===== config.mk =====
export PLATFORM = sky130hd
export DESIGN_NAME = mult_div_unit_flat
export DESIGN_NICKNAME = d
export VERILOG_FILES = /design/src/rtl/mult_div_unit_pkg.sv /design/src/rtl/mult_div_unit_if.sv /design/src/rtl/mult_div_unit_div_restoring.sv /design/src/rtl/mult_div_unit.sv /design/src/flat_wrapper.sv
export SDC_FILE = /design/constraint.sdc
export NUM_CORES = 1
export LEC_CHECK = 0
export ABC_AREA = 1
export BUFFER_PORTS_ARGS = -buffer_cell sky130_fd_sc_hd__buf_2
export CORE_MARGIN = 1
export CORE_UTILIZATION = 40
export DETAILED_ROUTE_END_ITERATION = 8
export PLACE_DENSITY_LB_ADDON = 0.25
export SYNTH_ARGS = -nofsm -noshare
export SYNTH_HDL_FRONTEND = slang
export SYNTH_SLANG_ARGS = --single-unit

===== constraint.sdc =====
create_clock -name clk -period 18.1 [get_ports clk]
set_clock_uncertainty 0.05 [all_clocks]
set_input_delay 5.43 -clock clk [delete_from_list [all_inputs] [get_ports clk]]
set_output_delay 5.43 -clock clk [all_outputs]
set_load 0.1 [all_outputs]

===== src/rtl/mult_div_unit_pkg.sv =====
// mult_div_unit_pkg: widths and FUNCT codes shared by the HI/LO unit
package mult_div_unit_pkg;
  localparam int DATA_W = 32;
  localparam int FUNCT_W = 6;
  localparam logic [FUNCT_W-1:0] FUNCT_MFHI  = 6'b010000;
  localparam logic [FUNCT_W-1:0] FUNCT_MTHI  = 6'b010001;
  localparam logic [FUNCT_W-1:0] FUNCT_MFLO  = 6'b010010;
  localparam logic [FUNCT_W-1:0] FUNCT_MTLO  = 6'b010011;
  localparam logic [FUNCT_W-1:0] FUNCT_MULT  = 6'b011000;
  localparam logic [FUNCT_W-1:0] FUNCT_MULTU = 6'b011001;
  localparam logic [FUNCT_W-1:0] FUNCT_DIV   = 6'b011010;
  localparam logic [FUNCT_W-1:0] FUNCT_DIVU  = 6'b011011;
endpackage


===== src/rtl/mult_div_unit_if.sv =====
// mult_div_unit_if: EX-stage request and HI/LO result bundle
interface mult_div_unit_if;
  import mult_div_unit_pkg::*;
  logic               start;
  logic [FUNCT_W-1:0] funct;
  logic [DATA_W-1:0]  operand_1;
  logic [DATA_W-1:0]  operand_2;
  logic               flush;
  logic               stall_req;
  logic               done;
  logic [DATA_W-1:0]  hi;
  logic [DATA_W-1:0]  lo;
  logic [DATA_W-1:0]  result;
  modport master (output start, funct, operand_1, operand_2, flush, input stall_req, done, hi, lo, result);
  modport slave (input start, funct, operand_1, operand_2, flush, output stall_req, done, hi, lo, result);
endinterface


===== src/rtl/mult_div_unit_div_restoring.sv =====
// div_restoring: 32-step restoring unsigned divider, one quotient bit per cycle
module div_restoring
  import mult_div_unit_pkg::*;
(
  input  logic              clk,
  input  logic              rst,
  input  logic              start,
  input  logic              abort,
  input  logic [DATA_W-1:0] dividend,
  input  logic [DATA_W-1:0] divisor,
  output logic              busy,
  output logic              done,
  output logic [DATA_W-1:0] quotient,
  output logic [DATA_W-1:0] remainder
);
  logic [4:0]        cnt;
  logic              run;
  logic [DATA_W-1:0] quo, rem, dsr;
  logic [DATA_W:0]   partial, diff;
  logic              ge;
  always_comb begin
    partial   = {rem, quo[DATA_W-1]};
    diff      = partial - {1'b0, dsr};
    ge        = partial >= {1'b0, dsr};
    busy      = run;
    done      = run && cnt == 5'd31;
    quotient  = quo;
    remainder = rem;
  end
  always_ff @(posedge clk or posedge rst) begin
    if (rst) begin
      run <= 1'b0;
      cnt <= '0;
      quo <= '0;
      rem <= '0;
      dsr <= '0;
    end else if (abort) begin
      run <= 1'b0;
    end else if (start && !run) begin
      run <= 1'b1;
      cnt <= '0;
      quo <= dividend;
      rem <= '0;
      dsr <= divisor;
    end else if (run) begin
      rem <= ge ? diff[DATA_W-1:0] : partial[DATA_W-1:0];
      quo <= {quo[DATA_W-2:0], ge};
      cnt <= cnt + 5'd1;
      run <= cnt != 5'd31;
    end
  end
endmodule


===== src/rtl/mult_div_unit.sv =====
// mult_div_unit: HI/LO owner running iterative MULT/DIV and single-cycle MTxx/MFxx
module mult_div_unit
  import mult_div_unit_pkg::*;
(
  input logic            clk,
  input logic            rst,
  mult_div_unit_if.slave bus
);
  typedef enum logic [1:0] {IDLE, MUL, DIV, DONE} state_t;
  state_t              state, nxt;
  logic [4:0]          cnt;
  logic [2*DATA_W-1:0] prod, m_fix;
  logic [DATA_W-1:0]   mcand, abs_a, abs_b, q, r, q_fix, r_fix, hi, lo;
  logic [DATA_W:0]     sum;
  logic                nq, nr, dz, op_div, is_mul, is_div, sgn, sa, sb;
  logic                accept, commit, dv_busy, dv_done;
  always_comb begin
    is_mul      = bus.funct == FUNCT_MULT || bus.funct == FUNCT_MULTU;
    is_div      = bus.funct == FUNCT_DIV || bus.funct == FUNCT_DIVU;
    sgn         = bus.funct == FUNCT_MULT || bus.funct == FUNCT_DIV;
    sa          = sgn && bus.operand_1[DATA_W-1];
    sb          = sgn && bus.operand_2[DATA_W-1];
    abs_a       = sa ? -bus.operand_1 : bus.operand_1;
    abs_b       = sb ? -bus.operand_2 : bus.operand_2;
    accept      = state == IDLE && bus.start && !bus.flush;
    commit      = state == DONE && !bus.flush;
    sum         = {1'b0, prod[2*DATA_W-1:DATA_W]} + {1'b0, mcand & {DATA_W{prod[0]}}};
    m_fix       = nq ? -prod : prod;
    q_fix       = dz ? '1 : nq ? -q : q;
    r_fix       = nr ? -r : r;
    nxt         = bus.flush ? IDLE :
                  state == IDLE ? (accept && is_mul ? MUL : accept && is_div ? DIV : IDLE) :
                  state == MUL ? (cnt == 5'd31 ? DONE : MUL) :
                  state == DIV ? (dv_done ? DONE : DIV) : IDLE;
    bus.stall_req = (accept && (is_mul || is_div)) || state == MUL || (state == DIV && dv_busy);
    bus.done    = commit;
    bus.hi      = hi;
    bus.lo      = lo;
    bus.result  = bus.funct == FUNCT_MFHI ? hi : bus.funct == FUNCT_MFLO ? lo : '0;
  end
  div_restoring u_div (
    .clk       (clk),
    .rst       (rst),
    .start     (accept && is_div),
    .abort     (bus.flush),
    .dividend  (abs_a),
    .divisor   (abs_b),
    .busy      (dv_busy),
    .done      (dv_done),
    .quotient  (q),
    .remainder (r)
  );
  always_ff @(posedge clk or posedge rst) begin
    if (rst) begin
      state  <= IDLE;
      cnt    <= '0;
      prod   <= '0;
      mcand  <= '0;
      nq     <= 1'b0;
      nr     <= 1'b0;
      dz     <= 1'b0;
      op_div <= 1'b0;
      hi     <= '0;
      lo     <= '0;
    end else begin
      state <= nxt;
      if (accept && is_mul) begin
        cnt   <= '0;
        prod  <= {{DATA_W{1'b0}}, abs_b};
        mcand <= abs_a;
      end else if (state == MUL) begin
        cnt  <= cnt + 5'd1;
        prod <= {sum, prod[DATA_W-1:1]};
      end
      if (accept && (is_mul || is_div)) begin
        nq     <= sa ^ sb;
        nr     <= sa;
        dz     <= bus.operand_2 == '0;
        op_div <= is_div;
      end
      if (commit) {hi, lo} <= op_div ? {r_fix, q_fix} : m_fix;
      else if (accept && bus.funct == FUNCT_MTHI) hi <= bus.operand_1;
      else if (accept && bus.funct == FUNCT_MTLO) lo <= bus.operand_1;
    end
  end
endmodule


===== src/flat_wrapper.sv =====
// flat-port wrapper written by rule: the top's interface ports become plain ports
module mult_div_unit_flat import mult_div_unit_pkg::*;
  (clk, rst, bus_start, bus_funct, bus_operand_1, bus_operand_2, bus_flush, bus_stall_req, bus_done, bus_hi, bus_lo, bus_result);
  mult_div_unit_if bus_i ();
  input logic clk;
  input logic rst;
  input wire logic [$bits(bus_i.start)-1:0] bus_start;
  input wire logic [$bits(bus_i.funct)-1:0] bus_funct;
  input wire logic [$bits(bus_i.operand_1)-1:0] bus_operand_1;
  input wire logic [$bits(bus_i.operand_2)-1:0] bus_operand_2;
  input wire logic [$bits(bus_i.flush)-1:0] bus_flush;
  output wire logic [$bits(bus_i.stall_req)-1:0] bus_stall_req;
  output wire logic [$bits(bus_i.done)-1:0] bus_done;
  output wire logic [$bits(bus_i.hi)-1:0] bus_hi;
  output wire logic [$bits(bus_i.lo)-1:0] bus_lo;
  output wire logic [$bits(bus_i.result)-1:0] bus_result;
  assign bus_i.start = bus_start;
  assign bus_i.funct = bus_funct;
  assign bus_i.operand_1 = bus_operand_1;
  assign bus_i.operand_2 = bus_operand_2;
  assign bus_i.flush = bus_flush;
  assign bus_stall_req = bus_i.stall_req;
  assign bus_done = bus_i.done;
  assign bus_hi = bus_i.hi;
  assign bus_lo = bus_i.lo;
  assign bus_result = bus_i.result;
  mult_div_unit u_core (.clk(clk), .rst(rst), .bus(bus_i));
endmodule

After elaboration in Yosys (flattened, before gate mapping)
Cells that the tools add are included.
Widths: inputs -> output; s select.
{ "word_totals": {"register_bits": 273, "input_bits": 74, "out_inout_bits": 98} }
{ "classes": {"n_addsub": 9, "order_cmp": 1, "n_eq_ne": 15, "muxes": 36, "bitwise_logic": 3, "n_reduce_logical": 30} }
{ "op_table": {"columns": ["operator", "count"], "rows": [
  ["$mux 32", 17],
  ["$mux 64", 4],
  ["$neg 32->32", 4],
  ["$neg 64->64", 1],
  ["$eq 6x5->1 const B", 8],
  ["$add 32x32->33", 1],
  ["$ge 33x32->1", 1],
  ["$and 32x32->32", 1],
  ["$logic_not 32->1", 1],
  ["$sub 32x32->32", 1],
  ["$mux 5", 4],
  ["$mux 2", 7],
  ["$logic_and 1x1->1", 13],
  ["$add 5x1->5 const B", 2],
  ["$eq 5x5->1 const B", 2],
  ["$reduce_bool 2->1", 4],
  ["$logic_or 1x1->1", 6],
  ["$reduce_and 2->1", 3],
  ["$ne 5x5->1 const B", 1],
  ["$eq 2x2->1 const B", 2],
  ["$mux 1", 4],
  ["$eq 2x1->1 const B", 1],
  ["$logic_not 1->1", 2],
  ["$logic_not 2->1", 1],
  ["3 further kinds", 3]
]} }

Logic depth before layout (Yosys ltp)
{ "depth": {"ltp_word": 8, "ltp_mapped": 17, "ltp_nobuf": 16} }

Modules after synthesis
From an unflattened synthesis, not the netlist that was laid out.
{ "hier_totals": {"hier_cells": 3809, "hier_area_um2": 23561.3} }
{ "modules_own_cells": {"columns": ["module", "instances", "cells_per_inst", "area_per_inst_um2", "seq_area_each_um2"], "rows": [
  ["mult_div_unit", 1, 2738, 16358.2, 4279.1],
  ["div_restoring", 1, 1071, 7203.2, 2552.4]
]} }

Worst setup path after synthesis
No wires, ideal clock.
{ "synth_timing": {"path_type": "in2out", "from": "input port bus_funct[4]", "to": "output port bus_result[10]", "arrival_time_ps": 7660, "required_time_ps": 12620, "slack_ps": 4960, "cell_stages": 7, "path_buffers": 1, "cell_sequence": "inv_1 -> nor2_2 -> inv_1 -> nor2_1 -> nand3_1 -> clkbuf_1 -> o22ai_1"} }
{ "synth_between": {"elab_chain_len": 3, "word_cells_on_any_way": 4} }
{ "synth_lines": {"columns": ["item", "line_no", "source"], "rows": [
  ["start: declaration", "flat_wrapper.sv:8", "input wire logic [$bits(bus_i.funct)-1:0] bus_funct;"],
  ["$eq 6x5->1", "mult_div_unit.sv:39", "bus.result = bus.funct == FUNCT_MFHI ? hi : bus.funct == FUNCT_MFLO ? lo : '0;"],
  ["$mux 32", "mult_div_unit.sv:39", null],
  ["$mux 32 *", "mult_div_unit.sv:39", null],
  ["end: declaration", "flat_wrapper.sv:16", "output wire logic [$bits(bus_i.result)-1:0] bus_result;"]
]} }
Mark *: on every way between the ends. The rest lies on a longest branch, timed or not.

Worst setup path in the final report
{ "layout_timing": {"from": "input port bus_funct[2]", "to": "output port bus_stall_req"} }
{ "layout_between": {"elab_chain_len": 6, "word_cells_on_any_way": 10} }
{ "layout_lines": {"columns": ["item", "line_no", "source"], "rows": [
  ["$eq 6x5->1, on equally long branches", "mult_div_unit.sv:18, mult_div_unit.sv:19", null],
  ["$logic_or 1x1->1, on equally long branches", "mult_div_unit.sv:18, mult_div_unit.sv:19", null],
  ["$logic_or 1x1->1 *", "mult_div_unit.sv:35", "bus.stall_req = (accept && (is_mul || is_div)) || state == MUL || (state == DIV && dv_busy);"],
  ["$logic_and 1x1->1 *", "mult_div_unit.sv:35", null],
  ["$logic_or 1x1->1 * (2 in series)", "mult_div_unit.sv:35", null],
  ["end: declaration", "flat_wrapper.sv:12", "output wire logic [$bits(bus_i.stall_req)-1:0] bus_stall_req;"]
]} }
Marked as above.

==> results.ini <==
[placed_design]
dp_hpwl_um = 73100
io_buffers = 171
routabilityCongestion = 0.984

[timing]
finalSetupTns_ns = 0
rsz0062_at_grt = no
final_max_slew_viol_count = 0
slew_headroom_pct = 19.2
timing.final.hold_violations = 0
worst_pin_slew_ns = 1.21
max_freq_mhz = 78.6
finalSetupViolCount = 0
final.period_utilization_pct = 70.3
min_period_ns = 12.72

[global_route]
grt_max_degree = 117
gr-usage-all-layers_pct = 32.2
grt_pass1_wl_um = 140000
antenna_found_initial = 2
grt_pass1_vias = 22700
gr-total-overflow = 0

[power_and_ir_drop]
power_density_nw_per_um2 = 131
swShare_pct = 50.3
p_clk_share_pct = 23.6
peakVddDrop_v = 0.0000935
power.switching_uw = 1690
p_leak_uw = 0.0133
seq_power_share_pct = 28.1
power.internal_uw = 1670
p_comb_share_pct = 48.3

[synth]
yosys_warnings = 0
synth_top_family_by_area = simple AND/OR/NAND/NOR gates
ys.flop_type = dfrtp_1
yosys.area_share.simple_pct = 36.9
synth-xor-area-share_pct = 2.91
synth_mux_area_share_pct = 0
syn_area_per_cell_um2 = 6.30
ys_seq_area_share_pct = 29.9
synth.distinct_cells = 57
synth_edf_count = 0
yosys.area_share.adder_pct = 4.17
async_flop_share_pct = 100
synth_area_um2 = 22800
synth_seq_cells = 273
synth-compound-area-share_pct = 14.8
synth_fp_nets = 3775
synthCells = 3626

[worst_setup_path]
reg2reg_to = u_core.prod[31]
end_kind = output pin
worst_ep_required_time_ns = 12.62
cp_max_fo = 44
reg2reg_slack_ns = 14.51
critPathLaunchType = input port
path_class = input port to output pin
r2r_start = u_core.state[1]
r2r_cells = 10
arrival_ns = 7.24

[clock_network]
cts_max_level = 2
cts_tree = done
clk_pin_slew_ns = 0.06
clk_latency_ns = 0.58
ctsResizeCount = 0
cts_setup_buffers = 0
postCtsHoldBufs = 0
clock_path_buffers = 3
numCtsBuffers = 37
clock_sinks = 273
cts-root-buf = clkbuf_16

[route]
top_layer = met5
wl_um = 94300
post_drt_wl_per_cell_um = 20.8
drtAntennaViolNets = 0
met3WireLength_um = 8390
dr_total_vias = 25000
drc = 0
drt-initial-drc-count = 3087
dr_wl_met2_um = 40600
viasPerCell = 5.53
wl_met1_um = 41500
drt_pass1_iterations = 6

[worst_hold_path]
hold_path_depth = 1
hold_start = u_core.cnt[3]
min_to = u_core.cnt[3]
hold_class = register to register

[floorplan]
rows = 87
die_h_um = 241
pin_count = 172
die_w_um = 241
core-area_um2 = 56400
start_util_pct = 40.5
die_area_um2 = 58100

[finish]
diodes = 0
drive_gt1_share_pct = 9.52
fin_nets = 3892
final_util_pct = 45.4
area_growth_syn_to_layout_pct = 12.0

[run]
max_cap_violations = 0

[status]
status = finished clean

[metrics by stage]
stage                     instance area (um^2)  setup slack [ns]  hold WS (ns)  power [uW]  instances
final                                    25600              5.38         0.410        3360       4527
after global routing                     25600              5.20         0.433        3550       4527
after CTS                                25600              5.38         0.417        3330       4527
after detailed placement                 24300              5.38         0.407        2530       4460
after global placement                   24300              5.37         0.399        2520       4460
after floorplan                          22800              4.96         0.375        2080       3626
[registers in the layout, summed over array words and instances, names as in the netlist, 2 cells and up]
signal and count:
u_core.prod 64, u_core.bus.hi 32, u_core.cnt 5, u_core.mcand 32
u_core.u_div.remainder 32, u_core.u_div.quotient 32, u_core.u_div.dsr 32, u_core.u_div.cnt 5
u_core.state 2, u_core.bus.lo 32
[synthesized netlist by cell type, types with 11 or more instances]
master | count | area, um^2
nand3_1 | 380 | 1900
nand2_1 | 1101 | 4130
o22ai_1 | 91 | 569
nor2_4 | 11 | 124
xnor2_1 | 28 | 245
a21oi_1 | 118 | 591
o221ai_1 | 32 | 280
o211ai_1 | 23 | 173
nand2_2 | 16 | 100
dfrtp_1 | 273 | 6830
nor2_2 | 18 | 113
inv_1 | 509 | 1910
ha_1 | 73 | 913
o21bai_1 | 21 | 158
nor3_1 | 34 | 170
nand3b_1 | 13 | 97.6
o21ai_1 | 30 | 150
buf_2 | 46 | 230
clkbuf_1 | 46 | 173
nor2_1 | 331 | 1240
xor2_1 | 48 | 420
inv_2 | 27 | 101
nand4_1 | 41 | 257
o21ai_0 | 201 | 1010
a22oi_1 | 15 | 113
buf_1 | 15 | 56.3
[area by class of cell]
cell class / count / area, um^2
clock buffer: 51 / 1080
clock inverter: 16 / 200
fill: 6107 / 30800
inverter: 539 / 2030
multi-input combinational: 2697 / 13500
sequential: 273 / 6830
tap: 756 / 946
timing repair buffer: 195 / 1040
[worst max-delay path: stages]
cell and delay (ns):
buf_2 0.10, inv_1 0.04, nand2_1 0.14, nor3_1 0.26
nand2_2 0.52, nand4_1 0.28, buf_2 0.46
[worst max-delay path by stage]
stage / from / depth (start not counted) / endpoint
finish: bus_funct[2] / 7 / bus_stall_req
global route: bus_funct[2] / 7 / bus_stall_req
CTS: bus_funct[2] / 7 / bus_stall_req
detailed placement: bus_funct[2] / 7 / bus_stall_req
global placement: bus_funct[2] / 7 / bus_stall_req
floorplan: bus_funct[4] / 7 / bus_result[10]
[layout by cell type, fill, tap and decap left out, drive strengths merged, types with 10 or more instances in the layout]
master     n
nand2   1119
inv      539
nand3    386
nor2     362
dfrtp    273
o21ai    231
buf      195
a21oi    120
o22ai     91
ha        73
clkbuf    51
xor2      48
nand4     42
nor3      36
o221ai    32
xnor2     28
o211ai    23
o21bai    22
a22oi     19
nand3b    13
a31oi     10
clkinv    10
[power groups by stage]
stage / sequential [uW] / combinational, uW / clock (uW)
final: 943 / 1620 / 793
after global placement: 944 / 1580 / 0
after global routing: 961 / 1770 / 821
after detailed placement: 945 / 1590 / 0
after floorplan: 1150 / 924 / 0
after CTS: 937 / 1590 / 798
[logic make-up (layout without fill, tap and decap cells)]
| logic type | after synthesis | in the layout |
|---|---|---|
| buf+inv | 656 | 801 |
| compound gates | 573 | 573 |
| fa+ha+maj | 75 | 75 |
| xor+xnor | 76 | 76 |
| simple gates | 1973 | 1973 |
| flops | 273 | 273 |
[routing by layer]
metal / up-vias / GRT usage [%]
met5: - / 0.926
met4: 6 / 12.7
met2: 1149 / 48.5
met1: 11700 / 45.2
met3: 162 / 6.04
li1: 12000 / -
Note: power is estimated with default switching activity, not from simulation.
